**config.mk**
```make
export PLATFORM = sky130hd
export DESIGN_NAME = fir_bank_cas
export DESIGN_NICKNAME = d
export VERILOG_FILES = /design/src/rtl/fir_bank_cas.sv
export SDC_FILE = /design/constraint.sdc
export NUM_CORES = 2
export LEC_CHECK = 0
export ABC_AREA = 1
export CORE_MARGIN = 2
export CORE_UTILIZATION = 60
export DETAILED_ROUTE_END_ITERATION = 8
export GPL_TIMING_DRIVEN = 0
export HOLD_SLACK_MARGIN = 0.06
export PLACE_DENSITY_LB_ADDON = 0.12
export SLEW_MARGIN = 20
export SYNTH_ARGS = -nofsm -noshare
export SYNTH_HDL_FRONTEND = slang
export SYNTH_SLANG_ARGS = --single-unit
```
**constraint.sdc**
```tcl
create_clock -name clk -period 21.1 [get_ports clk]
set_input_delay 6.33 -clock clk [delete_from_list [all_inputs] [get_ports clk]]
set_output_delay 6.33 -clock clk [all_outputs]
set_load 0.02 [all_outputs]
```
**src/rtl/fir_bank_cas.sv**
```systemverilog
// rtl/fir_bank_cas.sv - NCH-channel FIR bank sharing one input delay line, 2-cycle pipeline
//
// Ports:
//   clk, reset (async active-low)  clock and reset
//   clk_enable                     global enable; all state holds while low
//   in_valid, filter_in            input sample strobe and signed sample
//   coef_wr_en/_ch/_tap/_data      coefficient write port
//   filter_out                     channel c result in [c*DATA_W +: DATA_W]
//   out_valid                      one-cycle pulse when filter_out updates
//   sat_flag                       per-channel clamp indicator for the last output
module fir_bank_cas #(
    parameter  int NCH    = 4,
    parameter  int TAPS   = 5,
    parameter  int DATA_W = 8,
    parameter  int COEF_W = 8,
    localparam int CH_W   = (NCH > 1) ? $clog2(NCH) : 1,
    localparam int TAP_W  = $clog2(TAPS)
) (
    input  logic                  clk,
    input  logic                  reset,
    input  logic                  clk_enable,
    input  logic                  in_valid,
    input  logic [DATA_W-1:0]     filter_in,
    input  logic                  coef_wr_en,
    input  logic [CH_W-1:0]       coef_wr_ch,
    input  logic [TAP_W-1:0]      coef_wr_tap,
    input  logic [COEF_W-1:0]     coef_wr_data,
    output logic [NCH*DATA_W-1:0] filter_out,
    output logic                  out_valid,
    output logic [NCH-1:0]        sat_flag
);

    localparam int PROD_W = DATA_W + COEF_W;
    localparam int SUM_W  = PROD_W + $clog2(TAPS);
    localparam int SHIFT  = COEF_W - 2;
    localparam logic signed [SUM_W-1:0]  RND      = SUM_W'(2 ** (COEF_W - 3));
    localparam logic signed [SUM_W-1:0]  SAT_MAX  = SUM_W'(2 ** (DATA_W - 1) - 1);
    localparam logic signed [SUM_W-1:0]  SAT_MIN  = ~SAT_MAX;
    localparam logic signed [COEF_W-1:0] COEF_ONE = COEF_W'(2 ** (COEF_W - 2));

    // Reset asserts asynchronously but releases only after two clock edges.
    logic [1:0] rst_sync_q;
    logic       rst_n;

    always_ff @(posedge clk or negedge reset) begin
        if (!reset) begin
            rst_sync_q <= 2'b00;
        end else begin
            rst_sync_q <= {rst_sync_q[0], 1'b1};
        end
    end

    assign rst_n = rst_sync_q[1];

    logic signed [DATA_W-1:0] x_q        [TAPS];
    logic signed [COEF_W-1:0] coef_q     [NCH][TAPS];
    // Snapshot of coef_q taken when a sample is accepted, so a write landing on
    // the same edge only reaches the following sample.
    logic signed [COEF_W-1:0] coef_act_q [NCH][TAPS];
    logic signed [PROD_W-1:0] p_q        [NCH][TAPS];
    logic signed [PROD_W-1:0] prod_d     [NCH][TAPS];
    logic                     v1_q, v2_q, out_valid_q;
    logic [NCH*DATA_W-1:0]    out_q, out_d;
    logic [NCH-1:0]           sat_q, sat_d;
    logic                     wr_ok;

    assign wr_ok = coef_wr_en && (int'(coef_wr_ch) < NCH) && (int'(coef_wr_tap) < TAPS);

    always_comb begin
        for (int c = 0; c < NCH; c++) begin
            for (int k = 0; k < TAPS; k++) begin
                prod_d[c][k] = PROD_W'(x_q[k]) * PROD_W'(coef_act_q[c][k]);
            end
        end
    end

    always_comb begin : sum_sat
        logic signed [SUM_W-1:0] acc;
        logic signed [SUM_W-1:0] shifted;
        out_d   = '0;
        sat_d   = '0;
        acc     = '0;
        shifted = '0;
        for (int c = 0; c < NCH; c++) begin
            // Rounding constant is folded into the accumulator start value.
            acc = RND;
            for (int k = 0; k < TAPS; k++) begin
                acc = acc + SUM_W'(p_q[c][k]);
            end
            shifted = acc >>> SHIFT;
            if (shifted > SAT_MAX) begin
                out_d[c*DATA_W +: DATA_W] = SAT_MAX[DATA_W-1:0];
                sat_d[c]                  = 1'b1;
            end else if (shifted < SAT_MIN) begin
                out_d[c*DATA_W +: DATA_W] = SAT_MIN[DATA_W-1:0];
                sat_d[c]                  = 1'b1;
            end else begin
                out_d[c*DATA_W +: DATA_W] = shifted[DATA_W-1:0];
            end
        end
    end

    always_ff @(posedge clk or negedge rst_n) begin
        if (!rst_n) begin
            for (int c = 0; c < NCH; c++) begin
                for (int k = 0; k < TAPS; k++) begin
                    coef_q[c][k]     <= (k == 0) ? COEF_ONE : '0;
                    coef_act_q[c][k] <= (k == 0) ? COEF_ONE : '0;
                    p_q[c][k]        <= '0;
                end
            end
            for (int k = 0; k < TAPS; k++) begin
                x_q[k] <= '0;
            end
            v1_q        <= 1'b0;
            v2_q        <= 1'b0;
            out_valid_q <= 1'b0;
            out_q       <= '0;
            sat_q       <= '0;
        end else if (clk_enable) begin
            if (wr_ok) begin
                coef_q[coef_wr_ch][coef_wr_tap] <= coef_wr_data;
            end
            if (in_valid) begin
                x_q[0] <= filter_in;
                for (int k = 1; k < TAPS; k++) begin
                    x_q[k] <= x_q[k-1];
                end
                coef_act_q <= coef_q;
            end
            v1_q <= in_valid;
            v2_q <= v1_q;
            if (v1_q) begin
                p_q <= prod_d;
            end
            out_valid_q <= v2_q;
            if (v2_q) begin
                out_q <= out_d;
                sat_q <= sat_d;
            end
        end
    end

    assign filter_out = out_q;
    assign out_valid  = out_valid_q;
    assign sat_flag   = sat_q;

endmodule
```
After elaboration in Yosys (flattened, before gate mapping):

Cells that the tools add are included.

* bits in registers: 721
* bits in latches: 0
* memory bits (writable): 0
* memory bits (read-only): 0
* input port bits: 26
* memories kept: 0

* $add $sub $neg: 20
* multipliers: 20
* divide/modulo/power cells: 0
* order comparisons: 13
* eq/ne operators: 0
* shift operators: 0
* muxes and demuxes: 21
* bitwise gates (word level): 2
* reductions and logical operators: 7

Operator list (number)
* 8-bit by 8-bit multiplier with 16-bit output: 20
* 160-bit bitwise mux: 1
* 19-bit by 16-bit adder with 19-bit output: 8
* 40-bit demux with 2-bit select: 1
* 18-bit by 16-bit adder with 19-bit output: 4
* 17-bit by 16-bit adder with 18-bit output: 4
* 8-bit 2-to-1 mux: 9
* 7-bit by 16-bit adder with 17-bit output, first input constant: 4
* 13-bit by 8-bit greater-than comparator with 1-bit output, second input constant: 4
* 13-bit by 8-bit < comparator with 1-bit output, second input constant: 4
* 40-bit 2-to-1 mux: 1
* 8-bit demux with 3-bit select: 1
* 1-bit 2-to-1 mux: 8
* 2-bit AND reduction: 4
* 4-bit greater-or-equal comparator, second input constant: 1
* 4-bit by 1-bit < comparator with 1-bit output, second input constant: 1
* 3-bit inverter with 4-bit output: 1
* 3-bit greater-or-equal comparator, second input constant: 1
* 1-bit logical AND: 3
* 3-bit by 1-bit < comparator with 1-bit output, second input constant: 1
* 3-bit < comparator, second input constant: 1
* 2-bit inverter with 3-bit output: 1

Longest topological paths before layout:

* word-level depth: 8
* gate-level depth with buffers: 24
* depth with buffers taken out: 23

Worst setup path before layout:

No wires, ideal clock.

* kind: input-to-reg
* start point: input port clk_enable
* end point: register coef_act_q[100] in the netlist's numbering
* setup time: 0.125 ns
* data arrival time: 7.375 ns
* required time: 20.975 ns
* setup slack: 13.600 ns
* stages on the path: 5
* path buffers: 3
* cell sequence: nand2_1 > buf_2 > clkbuf_1 > buf_2 > mux2_2

* cells in the longest elaborated chain, start to end: 1

RTL lines
* from (decl): line 21 `input logic clk_enable,`
* 2-bit AND reduction (no source line)
* to (signal, indexed assignment): line 108 `coef_act_q[c][k] <= (k == 0) ? COEF_ONE : '0;`
* to (signal assigned): line 129 `coef_act_q <= coef_q;`
* to (decl): line 59 `logic signed [COEF_W-1:0] coef_act_q [NCH][TAPS];`

No other way between the ends.
A chain may end at the register's enable or synchronous reset.

Worst setup path after layout:

* start point: input port clk_enable
* end point: register p_q[318] in the netlist's numbering

* cells in the longest elaborated chain, start to end: 1

RTL lines
* 2-bit AND reduction (no source line)
* to (signal assigned): line 134 `p_q <= prod_d;`
* to (decl): line 60 `logic signed [PROD_W-1:0] p_q [NCH][TAPS];`

No other way between the ends.

==> key figures <==
Outcome
  – Status: completed

Finish
  – Final instance count without filler cells: 12600
  – Final #Nets: between 10000 and 15000
  – P&R area growth vs syn: 7.86%
  – Share of final-layout standard cells stronger than drive strength 1: around 4.4%
  – Fillcell total: between 10000 and 15000

Detailed routing
  – Pre-antenna DRT Iters: 6
  – Drc violations: 0
  – Number of vias after detailed routing: between 60000 and 70000
  – WL per Instance: about 23 um
  – Vias/cell: 5.47
  – Number of nets still failing antenna checks after routing: 0
  – Aggregate routed wire length: 289 mm
  – Violation count after the first detailed-route iteration: 7145

Synth
  – Dominant cell by count in the synthesized netlist: sky130_fd_sc_hd__inv_1
  – Fraction of synthesized cell area taken by the top area cell type: 30.0%
  – Share of flip-flops with an asynchronous set or reset after synthesis: 100%
  – Primary flip-flop cell chosen by synthesis mapping: sky130_fd_sc_hd__dfrtp_1
  – Number of synthesized register bits: 721
  – Number of warnings issued by yosys: 0
  – Top cells by count, synth: sky130_fd_sc_hd__inv_1 (2815), sky130_fd_sc_hd__nand2_1 (2491), sky130_fd_sc_hd__fa_1 (1292)
  – Count of cell types in the netlist: 44
  – Post-synthesis instance total: 10400
  – Largest cells by area after synthesis: sky130_fd_sc_hd__fa_1 (30%), sky130_fd_sc_hd__dfrtp_1 (21%), sky130_fd_sc_hd__inv_1 (12%)
  – Top cell type by total area after synthesis: sky130_fd_sc_hd__fa_1
  – EDFF count, synth: 0
  – Mapped Nets: 12400
  – Post-synthesis area per instance: 8.28 um^2
  – Cell area after synthesis: 86300 um^2
  – Sequential share of the synthesized area: about a fifth

STA
  – Final Max Tran Viols: 0
  – Worst hold margin: 0.348 ns
  – Maximum clock frequency: about 0.1 GHz
  – Final count of negative-setup-slack endpoints: 0
  – Final Cycle Share: 46.4%
  – Setup repair after global routing missed its margin: false
  – Post-layout min period: 9.78 ns
  – Relative slew slack: 12.8%
  – Worst Skew: 0.0381 ns
  – Count of endpoints failing hold in the final timing report: 0
  – Worst-margin pin slew: 1.31 ns
  – Final Worst Setup Slack: around 11 ns
  – Post-Route Setup TNS: 0 ns

Worst setup path
  – Critical Path RT: approximately 22 ns
  – Crit Path Category: input port to register
  – Arrival time reported for the critical path endpoint: 10.40 ns
  – CP endpoint kind: register
  – Kind of launch point of the worst setup path: input port
  – Maximum fanout along the worst path: 10

Floorplanning
  – Die height: 383 um
  – Core Region: 143000 um^2
  – I/O pins: 63
  – Die area: 147000 um^2
  – Die Wd: roughly 380 um
  – Initial core utilization: between 60% and 70%
  – Number of cell rows: 139

Clock network
  – Total clock buffers created by CTS: 88
  – CTS H-tree lvls: 3
  – Quantity of hold-fixing buffers added after cts: 0
  – CTS tree: built
  – Buffers inserted during post-CTS setup optimization: 0
  – Count of cells resized by post-cts repair: 0
  – Sink count of the clock tree: 721
  – Worst-case clock buffer depth: 3
  – Clock transition time at the flip-flop clock pins of the worst setup and hold paths: 0.06 ns
  – Buffer type at the clock tree root: sky130_fd_sc_hd__clkbuf_16
  – Clock latency at the later pin of the worst-skew pair: 0.73 ns

Global routing
  – Wire length of the first global-routing pass: about 430 mm
  – Initial antenna violation count: 41
  – Gr ovfl total: 0
  – Vias in the first global route: between 60000 and 70000
  – Pin count of the biggest net entering global routing: 58
  – Global router's overall resource usage: 40.4%

Flow run
  – Count of maximum capacitance violations: 0

Place
  – Routability cong.: 1.03
  – I/O Buffers: 61
  – Pre-CTS setup slack: 10.92 ns
  – Number of instances in the placed design: around 12000
  – Hpwl dp: 237 mm

Min path
  – Min-delay worst type: register to register
[critical path, cell delays in order]
cell and delay, ns:
sky130_fd_sc_hd__clkdlybuf4s50_1 0.88, sky130_fd_sc_hd__nand2_1 0.52, sky130_fd_sc_hd__buf_2 0.40, sky130_fd_sc_hd__inv_1 0.10, sky130_fd_sc_hd__buf_2 0.35, sky130_fd_sc_hd__buf_2 0.34, sky130_fd_sc_hd__buf_2 0.69, sky130_fd_sc_hd__nand3_1 0.55
sky130_fd_sc_hd__nand2_1 0.19
[through the flow]
step / util, % / cell area (um^2)
after floorplan: - / 86300
after global placement: 62.4 / 89300
after detailed placement: 62.8 / 89900
after CTS: 64.9 / 93000
after global routing: 64.9 / 93000
final: 65.0 / 93000
[kinds of logic after synthesis]
logic type / after synthesis / share of synthesized area [%]
AOI/OAI and AO/OA: 991 / 6.16
adders and majority gates: 2000 / 40.3
and+or+nand+nor: 3064 / 14.0
buffers and inverters: 3234 / 14.1
muxes: 138 / 1.80
DFF: 721 / 20.9
xor gates and xnor gates: 265 / 2.69
other: 1 / 0.00435
[routing by layer]
| metal | part of all wire (%) | up-vias | global-route usage (%) |
|---|---|---|---|
| met3 | 12 | 714 | 12.2 |
| li1 | - | 30900 | - |
| met5 | 0.064 | - | 0 |
| met2 | 42 | 3391 | 58.6 |
| met4 | 6.5 | 28 | 22.6 |
| met1 | 39 | 33900 | 54.1 |
[sequential cells by signal, indices dropped and copies added, names as in the netlist]
name and cells:
coef_q 160, p_q 320, v1_q 1, sat_flag 4
filter_out 32, out_valid 1, x_q 40, v2_q 1
coef_act_q 160, rst_sync_q 2
[final timing paths]
kind	start	endpoint	slack, ns	cells past startpoint
worst max-delay path	clk_enable	p_q[318]	11.32	9
worst min-delay path	rst_sync_q[0]	rst_sync_q[1]	0.35	0
worst max register to register	x_q[20]	p_q[284]	14.55	19
worst min register to register	rst_sync_q[0]	rst_sync_q[1]	0.35	0
max in group asynchronous	reset	rst_sync_q[1]	15.20	1
min in group asynchronous	rst_sync_q[1]	coef_q[57]	0.37	0
[cell usage in the layout (no fill, tap or decap), types with 202 or more instances in the layout]
cell                       netlist  routed
sky130_fd_sc_hd__nand2_1      2491    2490
sky130_fd_sc_hd__clkbuf_1      340     324
sky130_fd_sc_hd__dfrtp_1       713     712
sky130_fd_sc_hd__inv_1        2815    2815
sky130_fd_sc_hd__a21oi_1       318     318
sky130_fd_sc_hd__nor2_1        240     239
sky130_fd_sc_hd__fa_1         1292    1292
sky130_fd_sc_hd__nand3_1       202     202
sky130_fd_sc_hd__o21ai_0       525     524
sky130_fd_sc_hd__ha_1          708     708
[final cells by class]
| class | instances | area [um^2] | area share [%] |
|---|---|---|---|
| tap | 1903 | 2380 | 2.56 |
| multi-input combinational | 6459 | 56000 | 60.2 |
| inverter | 2819 | 10600 | 11.4 |
| buffer | 415 | 1660 | 1.78 |
| clock inverter | 49 | 629 | 0.676 |
| sequential | 721 | 18100 | 19.4 |
| clock buffer | 114 | 2430 | 2.61 |
| antenna | 34 | 85.1 | 0.0914 |
| timing repair buffer | 83 | 1180 | 1.27 |
Power is not shown: default switching activity piles up to over one toggle a cycle in this logic, so the estimate is an artifact.
